<file path="config.mk">
export PLATFORM = sky130hd
export DESIGN_NAME = request_control
export DESIGN_NICKNAME = d
export VERILOG_FILES = /design/src/rtl/request_control.sv
export SDC_FILE = /design/constraint.sdc
export NUM_CORES = 1
export LEC_CHECK = 0
export ABC_AREA = 1
export BUFFER_PORTS_ARGS = -buffer_cell sky130_fd_sc_hd__buf_2
export CAP_MARGIN = 5
export CELL_PAD_IN_SITES_DETAIL_PLACEMENT = 1
export CELL_PAD_IN_SITES_GLOBAL_PLACEMENT = 1
export CORE_MARGIN = 5
export CORE_UTILIZATION = 29
export CTS_BUF_LIST = sky130_fd_sc_hd__clkbuf_16
export CTS_CLUSTER_SIZE = 30
export DETAILED_ROUTE_END_ITERATION = 12
export HOLD_SLACK_MARGIN = 0.1
export PLACE_DENSITY_LB_ADDON = 0.1
export SETUP_SLACK_MARGIN = 0.4
export SKIP_LAST_GASP = 1
export SYNTH_ARGS = -nofsm -noshare
export SYNTH_HDL_FRONTEND = slang
export SYNTH_SLANG_ARGS = --single-unit
</file>
<file path="constraint.sdc">
create_clock -name clk -period 1.1 [get_ports clk]
set_input_delay 0.11 -clock clk [delete_from_list [all_inputs] [get_ports clk]]
set_output_delay 0.11 -clock clk [all_outputs]
set_load 0.02 [all_outputs]
</file>
<file path="src/rtl/request_control.sv">
// Request-capture stage for the 4-floor car. Synchronises and edge-detects the
// call buttons, holds pending requests, and derives the up/down demand flags.
module request_control (
    input  logic       clk,
    input  logic       rst_n,
    input  logic       switch,
    input  logic [3:0] car_btn,
    input  logic [3:0] hall_up,
    input  logic [3:0] hall_dn,
    input  logic [3:0] position,
    input  logic       opendoor,
    output logic [3:0] car_req,
    output logic [3:0] up_req,
    output logic [3:0] dn_req,
    output logic [3:0] allReq_reg,
    output logic       up_need,
    output logic       down_need
);

    // Button bit map: [3:0] car, [6:4] hall up floors 1..3, [9:7] hall down floors 2..4
    logic [9:0] btn_raw;
    logic [9:0] s1_q, s2_q, s3_q;
    logic [9:0] set_pulse;
    logic [1:0] warm_q, warm_d;
    logic       arm;
    logic       ignored_unused;

    logic [3:0] car_q, car_d;
    logic [2:0] up_q, up_d;
    logic [3:1] dn_q, dn_d;

    logic       pos_onehot;
    logic [3:0] clr;
    logic [3:0] above, below;

    assign btn_raw        = {hall_dn[3:1], hall_up[2:0], car_btn};
    assign ignored_unused = hall_up[3] ^ hall_dn[0];

    always_ff @(posedge clk or negedge rst_n) begin
        if (!rst_n) begin
            s1_q <= '0;
            s2_q <= '0;
            s3_q <= '0;
        end else begin
            s1_q <= btn_raw;
            s2_q <= s1_q;
            s3_q <= s2_q;
        end
    end

    // The history flop only holds a genuine sample from the third edge after
    // reset release; until then a held button would look like a fresh press.
    assign warm_d = (warm_q == 2'd3) ? warm_q : warm_q + 2'd1;
    assign arm    = (warm_q == 2'd3);

    always_ff @(posedge clk or negedge rst_n) begin
        if (!rst_n) begin
            warm_q <= 2'd0;
        end else begin
            warm_q <= warm_d;
        end
    end

    assign set_pulse  = arm ? (s2_q & ~s3_q) : '0;
    assign pos_onehot = (position != 4'd0) && ((position & (position - 4'd1)) == 4'd0);
    assign clr        = (opendoor && pos_onehot) ? position : 4'd0;

    always_comb begin
        car_d = '0;
        up_d  = '0;
        dn_d  = '0;
        if (switch) begin
            car_d = (car_q | set_pulse[3:0]) & ~clr;
            up_d  = (up_q  | set_pulse[6:4]) & ~clr[2:0];
            dn_d  = (dn_q  | set_pulse[9:7]) & ~clr[3:1];
        end
    end

    always_ff @(posedge clk or negedge rst_n) begin
        if (!rst_n) begin
            car_q <= '0;
            up_q  <= '0;
            dn_q  <= '0;
        end else begin
            car_q <= car_d;
            up_q  <= up_d;
            dn_q  <= dn_d;
        end
    end

    assign car_req    = car_q;
    assign up_req     = {1'b0, up_q};
    assign dn_req     = {dn_q, 1'b0};
    assign allReq_reg = car_req | up_req | dn_req;

    // above[i]: the car is below floor i; below[i]: the car is above floor i
    assign above = {|position[2:0], |position[1:0], position[0], 1'b0};
    assign below = {1'b0, position[3], |position[3:2], |position[3:1]};

    assign up_need   = pos_onehot && |(allReq_reg & above);
    assign down_need = pos_onehot && |(allReq_reg & below);

endmodule

</file>
==> out/metrics.yaml, run 1 <==
regArea_um2: 1060
endpoint_kind: "primary output"
drv_slew: 0
violations: "setup timing"
syn_inst: 121
cp_top_family: "simple AND/OR/NAND/NOR gates"
grt_pass1_vias: 1165
antennaDiodeCount: 0
multi_input_area_um2: 387
rsz0062_at_grt: "yes"
wl_per_cell_um: 12.2
cpPeakStageDelay_ps: 410
rows: 25
start_util_pct: 30.3
min_path_type: "primary input to register"
syn_area_um2: 1450
yosys.area.top_type: "dfrtp_1"
die_h_um: 80.7
io_buffers: 33
clk_latency_ps: 280
ys_ff_latch: 42
crit_fanout: 3
vias_per_cell: 4.14
crit_path_end: "up_need"
cts_num_sinks: 42
grt_util_all_layers_pct: 10.9
clk_path_buf_depth: 2
leakage_nw: 1.13
setup_violations: 10
antenna_found_initial: 0
fp.coreArea_um2: 4790
globalRoute.totalOverflow: 0
postLayoutCoreUtil_pct: 50.1
cp-start-kind: "register"
post-route-min-period_ps: 1380
dr.pass1.iters: 2
fill_cells: 500
required_ps: 990
arrival_ps: 1270
syn_to_final_growth_pct: 65.4
wirelength_mm: 3.20
nNetsFinal: 217
seqPwrFrac_pct: 43.9
p_switching_uw: 835
cts_tree: "built"
syn_avg_cell_area_um2: 12.0
power_density_nw_per_um2: 1590
finalHoldViolCount: 0
detailed_place_hpwl_mm: 2.17
critPathBufInv: 1
cellInternalPower_mw: 2.97
grt_max_degree: 43
whs_ps: 128
die_area_um2: 6510
synth_top_area_share_pct: 72.5
clkTransAtPathRegs_ps: 50
cts_buffers: 5
switching_share_pct: 22.0
io_pins: 38
synth.most_common_cell: "dfrtp_1"
synthTopCellsByArea: "dfrtp_1 (73%), nand3b_1 (5.2%), nand2_1 (4.7%)"
ys_types: 18
design_area_um2: 2400
cpMaxStageDelayCell: "dfrtp_2"
drive_gt1_share_pct: 51.0
peakVddDrop_mv: 1.06
fp.dieW_um: 80.7
period_share_pct: 126
drc: 0
yosysWarnings: 0
finalClockSkew_ps: 3.31
critPathKind: "register to primary output"
gp_congestion: 0.815
fmax_mhz: 724
rrSetupSlack_ps: 70
synth_enable_flop_cells: 0
ant_nets: 0
synth_ff_type: "dfrtp_1"
cts-root-buf: "clkbuf_16"
power_frac_clock_pct: 41.6
max-cap-violations: 0
grt_pass1_wl_mm: 5.17
critPathLaunch: "up_q[1]"
setup_slack_ps: -281
drt_iter0_markers: 6
crit_cells: 7
r2r_end: "warm_q[1]"
r2r_cells: 2
yosysSeqAreaShare_pct: 72.5
comb_power_share_pct: 14.5
synth-async-reset-ratio_pct: 100
status: "finished, violations left"
yosys-top-cells-count: "dfrtp_1 (42), nand2_1 (18), inv_1 (13), a21oi_1 (10), nand3b_1 (10)"
via_count: 1089
crit_chain: "nor2_2 -> nand2_2 -> nand2_2 -> nand2_1 -> nor2_1 -> nor2_2 -> buf_6"
htreeDepth: 2
dpl_cell_area_um2: 1780
timing.rr.start: "warm_q[1]"
cell families (layout without fill, tap and decap cells):
logic type               count (synthesis)  count (layout)  share of synthesized area (%)
other                                    1               2                          0.259
adder cells (fa/ha/maj)                  1               1                          0.863
multiplexers                             1               1                          0.777
AO/OA/AOI/OAI                           11              11                           3.80
flip-flops                              42              42                           72.5
XOR/XNOR                                 1               1                          0.605
buffers and inverters                   20              94                           5.79
AND/OR/NAND/NOR                         44              44                           15.4
layout make-up:
class / instances / share of cell area [%]
Inverter: 17 / 2.66
Clock inverter: 2 / 1.41
Multi-Input combinational cell: 60 / 16.1
Timing Repair Buffer: 70 / 26.7
Sequential cell: 42 / 44.4
Clock buffer: 5 / 5.22
Tap cell: 67 / 3.50
stage by stage:
| stage | cells | worst slack [ps] | TNS [ps] | total power, mW |
|---|---|---|---|---|
| CTS | 254 | -310 | -843 | 3.79 |
| global placement | 224 | 7.98 | 0 | 2.03 |
| global route | 263 | -377 | -1640 | 3.96 |
| floorplan | 122 | 12.9 | 0 | 1.88 |
| detailed placement | 224 | -17.5 | -17.5 | 2.05 |
| finish | 263 | -281 | -1100 | 3.80 |
worst reg2reg max path, cell delays in order (launching register included):
cell and delay, ps:
dfrtp_1 410, ha_4 240, mux2_4 270
power groups by stage:
stage	Clock, mW	Combinational [mW]	Sequential (mW)
2_1_floorplan	0	0.163	1.72
3_3_place_gp	0	0.344	1.69
3_5_place_dp	0	0.354	1.70
4_1_cts	1.62	0.498	1.67
5_1_grt	1.68	0.600	1.68
6_report	1.58	0.550	1.67
metal layers:
metal | global-route usage [%] | part of all wire (%) | up-vias
met5 | 0 | 0 | -
li1 | - | - | 531
met3 | 4.37 | 6.4 | 5
met1 | 11.3 | 40 | 527
met2 | 18.7 | 52 | 26
met4 | 6.08 | 2.3 | 0
how the worst min path moves through the flow:
stage,startpoint,end,cells past startpoint
CTS,switch,car_req[3],3
floorplan,rst_n,car_req[0],0
global placement,rst_n,s1_q[3],2
finish,switch,car_req[3],3
detailed placement,rst_n,s1_q[3],2
global route,switch,car_req[3],3
cells in the final DEF (no fill, tap or decap), drive strengths merged:
master	count
buf	59
dfrtp	42
nand2	19
inv	17
dlygate4sd3	11
nand3b	10
a21oi	10
nor2	7
clkbuf	5
nand4	4
nand3	4
conb	2
o21ai	1
xnor2	1
mux2	1
ha	1
bufinv	1
clkinv	1
state kept, by name, summed over array words and instances, names as in the netlist:
| name | flops |
|---|---|
| s1_q | 10 |
| car_req | 4 |
| up_q | 3 |
| s3_q | 10 |
| s2_q | 10 |
| warm_q | 2 |
| dn_q | 3 |
what timing repair did:
action                                  CTS  global route
pin swaps                                 6             8
resized for setup                        42            12
endpoints found under the setup margin   28            28
hold buffers                             11             0
setup buffers                            12             9
hold endpoints to repair                 52             0
Note: power is estimated with default switching activity, not from simulation.
==> run 2, diff against run 1 <==
==> constraint.sdc (replaced) <==
create_clock -name clk -period 1.1 [get_ports clk]
set_input_delay 0.22 -clock clk [delete_from_list [all_inputs] [get_ports clk]]
set_output_delay 0.22 -clock clk [all_outputs]
set_load 0.02 [all_outputs]
==> out/metrics.yaml, run 2 (same netlist as run 1, synthesis figures left out) <==
via_count: 1179  # +8.3%
cts_hold_buf: 10  # -1
most-common-layout-cells: "buf_6 (32), dfrtp_1 (32), buf_4 (27), buf_2 (17), nand2_1 (14)"
grt_max_degree: 32  # -26%
setup_violations: 15  # +5
fill_cells: 514  # +2.8%
setup_slack_ps: -377  # -96.5 ps
syn_to_final_growth_pct: 80.0
whs_ps: -181  # -308 ps
design_area_um2: 2610  # +8.8%
vias_per_cell: 4.17  # +0.61%
finalClockSkew_ps: 5.86  # +2.55 ps
peakVddDrop_mv: 1.20  # +13%
r2r_cells: 4  # +2
violations: "hold timing, setup timing"
layout.cells.non_filler: 283  # +7.6%
ant_nets: 0  # unchanged
clk_latency_ps: 280  # about the same
drv_slew: 0  # unchanged
cpPeakStageDelay_ps: 410  # about the same
nNetsFinal: 236  # +8.8%
antennaDiodeCount: 0  # unchanged
leakage_nw: 1.31  # +15%
die_h_um: 80.7  # unchanged
rrSetupSlack_ps: 30  # -40 ps
dr.pass1.iters: 3  # +1
clk_path_buf_depth: 2  # unchanged
min_path_type: "primary input to async pin"
status: "finished, violations left"
finalHoldViolCount: 11  # +11
grt_pass1_wl_mm: 5.93  # +15%
endpoint_kind: "primary output"
cts_tree: "built"
drc: 0  # unchanged
fp.dieW_um: 80.7  # unchanged
arrival_ps: 1260  # about the same
clkTransAtPathRegs_ps: 60  # about the same
globalRoute.totalOverflow: 0  # unchanged
die_area_um2: 6510  # unchanged
grt_pass1_vias: 1314  # +13%
power_density_nw_per_um2: 1510  # -5.0%
cpMaxStageDelayCell: "dfrtp_2"
r2r_end: "car_req[3]"
timing.rr.start: "warm_q[0]"
gp_congestion: 0.846  # +3.8%
required_ps: 880  # -110 ps
crit_chain: "nor2_2 -> nand2_2 -> nand2_1 -> nand2_1 -> nor2_1 -> nor2_2 -> buf_6"
p_total_mw: 3.93  # +3.3%
critPathKind: "register to primary output"
dp.cells: 246  # +9.8%
htreeDepth: 2  # unchanged
cts_num_sinks: 42  # unchanged
crit_fanout: 3  # unchanged
fmax_mhz: 677  # -6.5%
place_ws_ps: -131  # -114 ps
post-route-min-period_ps: 1480  # +96.5 ps
rows: 25  # unchanged
rsz0062_at_grt: "yes"
io_pins: 38  # unchanged
detailed_place_hpwl_mm: 2.38  # +9.9%
io_buffers: 33  # unchanged
largestRegisters: "s1_q x10, s2_q x10, s3_q x10"
grt_util_all_layers_pct: 12.1  # +1.1 points
wl_per_cell_um: 12.6  # +3.2%
max-cap-violations: 0  # unchanged
drive_gt1_share_pct: 57.9  # +6.8 points
cts-root-buf: "clkbuf_16"
start_util_pct: 30.3  # unchanged
dpl_cell_area_um2: 1940  # +9.3%
fp.coreArea_um2: 4790  # unchanged
period_share_pct: 134  # +8.8 points
antenna_found_initial: 0  # unchanged
cts_buffers: 5  # unchanged
drt_iter0_markers: 10  # +4
wirelength_mm: 3.56  # +11%
cp-start-kind: "register"
-- run 2: where the power goes --
group	internal (mW)	leakage (nW)	switching (mW)
registers	1.63	0.485	0.0420
logic	0.356	0.742	0.282
clock network	1.06	0.0812	0.557
-- run 2: worst max-delay path by stage --
stage,from,end
detailed placement,position[2],up_need
global placement,up_q[1],up_need
finish,up_q[1],up_need
CTS,car_req[1],up_need
global route,up_q[1],up_need
floorplan,up_q[1],up_need
-- run 2: what timing repair did --
action	CTS	global route
gates cloned	1	0
pin swaps	9	8
setup endpoints to repair	28	35
endpoints found under the hold margin	21	11
buffers inserted	12	6
gates resized for setup	49	20
-- run 2: critical path: cells and delay by family (launching register included) --
kind / cells / cell delay [ps]
and+or+nand+nor: 6 / 450
buffers and inverters: 1 / 120
DFF: 1 / 410
-- run 2: layer usage --
metal	wire length, µm	vias to the layer above	global-route usage (%)
met5	0	-	0
met4	57	0	5.57
li1	-	571	-
met1	1380	573	13.6
met3	182	7	3.14
met2	1940	28	21.2
-- run 2: stage by stage --
step           util, %  hold WS (ps)  TNS (ps)
6_report          54.5          -181     -2950
5_1_grt           54.5          -166     -3550
4_1_cts           52.1          -179     -2660
3_5_place_dp      40.6           121      -226
3_3_place_gp      40.6           113      -179
2_1_floorplan        -         -75.6      -164
-- run 2: layout make-up --
type | count | area (µm²) | area share (%)
clock buffer | 5 | 125 | 4.80
clock inverter | 3 | 41.3 | 1.58
inverter | 17 | 63.8 | 2.45
multi-input combinational | 60 | 402 | 15.4
sequential | 42 | 1060 | 40.8
tap | 67 | 83.8 | 3.21
timing repair buffer | 89 | 828 | 31.8
==> run 3, diff against run 2 <==
--- a/config.mk
+++ b/config.mk
@@ -11,7 +11,7 @@
 export CELL_PAD_IN_SITES_DETAIL_PLACEMENT = 1
 export CELL_PAD_IN_SITES_GLOBAL_PLACEMENT = 1
 export CORE_MARGIN = 5
-export CORE_UTILIZATION = 29
+export CORE_UTILIZATION = 39
 export CTS_BUF_LIST = sky130_fd_sc_hd__clkbuf_16
 export CTS_CLUSTER_SIZE = 30
 export DETAILED_ROUTE_END_ITERATION = 12
==> out/metrics.yaml, run 3 (same netlist as run 1, synthesis figures left out) <==
via_count: 1171  # -0.68%
drt_iter0_markers: 26  # +16
start_util_pct: 39.9  # +9.6 points
drive_gt1_share_pct: 55.2  # -2.6 points
comb_power_share_pct: 17.2  # +0.9 points
seqPwrFrac_pct: 46.1  # +3.5 points
wirelength_mm: 3.85  # +8.3%
finalHoldViolCount: 12  # +1
top_layer: "met4"
rsz0062_at_grt: "yes"
whs_ps: -170  # +11.1 ps
ant_nets: 0  # unchanged
rows: 22  # -12%
post-route-min-period_ps: 1510  # +28.6 ps
cts_tree: "built"
vias_per_cell: 4.54  # +8.9%
drv_slew: 0  # unchanged
critPathBufInv: 3  # +2
wl_met3_um: 206  # +13%
antennaDiodeCount: 0  # unchanged
mostFrequentLayoutCell: "buf_6"
leakage_nw: 1.27  # -2.7%
fp.dieW_um: 71.0  # -12%
clkTransAtPathRegs_ps: 60  # about the same
cts-root-buf: "clkbuf_16"
clk_path_buf_depth: 2  # unchanged
setup_violations: 15  # unchanged
drc: 0  # unchanged
cts_hold_buf: 10  # unchanged
status: "finished, violations left"
fp.coreArea_um2: 3630  # -24%
fmax_mhz: 664  # -1.9%
min_path_type: "primary input to async pin"
violations: "hold timing, setup timing"
p_total_mw: 3.64  # -7.3%
setup_slack_ps: -406  # -28.6 ps
finalClockSkew_ps: 5.94  # +0.0814 ps
peakVddDrop_mv: 1.26  # +5.7%
grt_util_all_layers_pct: 16.0  # +3.9 points
nNetsFinal: 231  # -2.1%
power_density_nw_per_um2: 1470  # -2.7%
switching_share_pct: 23.7  # +1.2 points
syn_to_final_growth_pct: 71.3
cp-start-kind: "register"
cellInternalPower_mw: 2.78  # -8.8%
wl_met2_mm: 2.19  # +13%
wl_per_cell_um: 14.9  # +19%
power_frac_clock_pct: 36.8  # -4.4 points
die_h_um: 71.0  # -12%
grt_pass1_vias: 1334  # +1.5%
cpMaxStageDelayCell: "dfrtp_2"
crit_fanout: 3  # unchanged
grt_pass1_wl_mm: 6.17  # +4.1%
antenna_found_initial: 0  # unchanged
htreeDepth: 2  # unchanged
gp_congestion: 0.781  # -7.6%
required_ps: 880  # about the same
max-cap-violations: 0  # unchanged
endpoint_kind: "primary output"
cts_num_sinks: 42  # unchanged
p_switching_uw: 862  # -2.2%
globalRoute.totalOverflow: 0  # unchanged
period_share_pct: 137  # +2.6 points
dr.pass1.iters: 4  # +1
io_buffers: 33  # unchanged
largestRegisters: "s1_q x10, s2_q x10, s3_q x10"
io_pins: 38  # unchanged
crit_chain: "inv_2 -> nand3_4 -> inv_1 -> nand2_1 -> nor2_2 -> nor2_2 -> buf_2"
grt_max_degree: 31  # -3.1%
detailed_place_hpwl_mm: 2.38  # -0.34%
path_common_cell: "nor2_2"
postLayoutCoreUtil_pct: 68.3  # +14 points
wl_met1_mm: 1.41  # +1.9%
most-common-layout-cells: "buf_6 (34), dfrtp_1 (32), buf_4 (20), buf_2 (19), nand2_1 (16)"
cpPeakStageDelay_ps: 420  # about the same
cp_top_family: "flip-flops"
arrival_ps: 1290  # +30 ps
clk_latency_ps: 280  # about the same
die_area_um2: 5030  # -23%
critPathKind: "register to primary output"
cts_buffers: 5  # unchanged
## run 3: what timing repair did
item	4_1_cts	5_1_grt
pin swaps	3	6
gates cloned	0	0
buffers inserted	10	11
endpoints found under the hold margin	22	12
gates resized for setup	37	28
setup endpoints to repair	28	36
## run 3: path summary, 6_finish.rpt
kind	start	to	slack (ps)	cells past startpoint
max	dn_q[2]	up_need	-410	7
min	rst_n	s1_q[7]	-170	1
max reg2reg	warm_q[0]	up_q[2]	40	4
min reg2reg	s1_q[9]	s2_q[9]	350	0
max in group asynchronous	rst_n	dn_q[3]	810	2
min in group clk	car_btn[1]	s1_q[1]	220	2
## run 3: worst reg2reg max path: cells and delay by family (launching register included)
kind | cells | cell delay [ps]
flip-flops | 1 | 400
adder cells (fa/ha/maj) | 1 | 200
AO/OA/AOI/OAI | 1 | 150
buffers and inverters | 1 | 120
AND/OR/NAND/NOR | 1 | 110
## run 3: layout make-up
cell class                      count  area (µm²)
Sequential cell                    42        1060
Clock buffer                        5         125
Clock inverter                      2        7.51
Inverter                           17        63.8
Fill cell                         362        1150
Timing Repair Buffer               84         768
Tap cell                           48        60.1
Multi-Input combinational cell     60         394
## run 3: power groups by stage
stage	sequential (mW)	combinational, mW	clock [mW]
floorplan	1.72	0.163	0
global placement	1.69	0.393	0
detailed placement	1.70	0.406	0
CTS	1.67	0.538	1.36
global route	1.69	0.680	1.45
finish	1.68	0.625	1.34
## run 3: per-layer routing
metal / global-route usage [%] / up-vias
li1: - / 553
met1: 16.8 / 579
met2: 30.1 / 31
met3: 3.27 / 8
met4: 7.52 / 0
met5: 0 / -
## run 3: stage by stage
step	std cells	TNS (ps)	setup WS (ps)	area, µm²
6_report	258	-2930	-406	2480
5_1_grt	258	-3560	-510	2480
4_1_cts	247	-2310	-433	2300
3_5_place_dp	220	-245	-143	1870
3_3_place_gp	220	-176	-103	1870
2_1_floorplan	122	-164	-97.1	1500
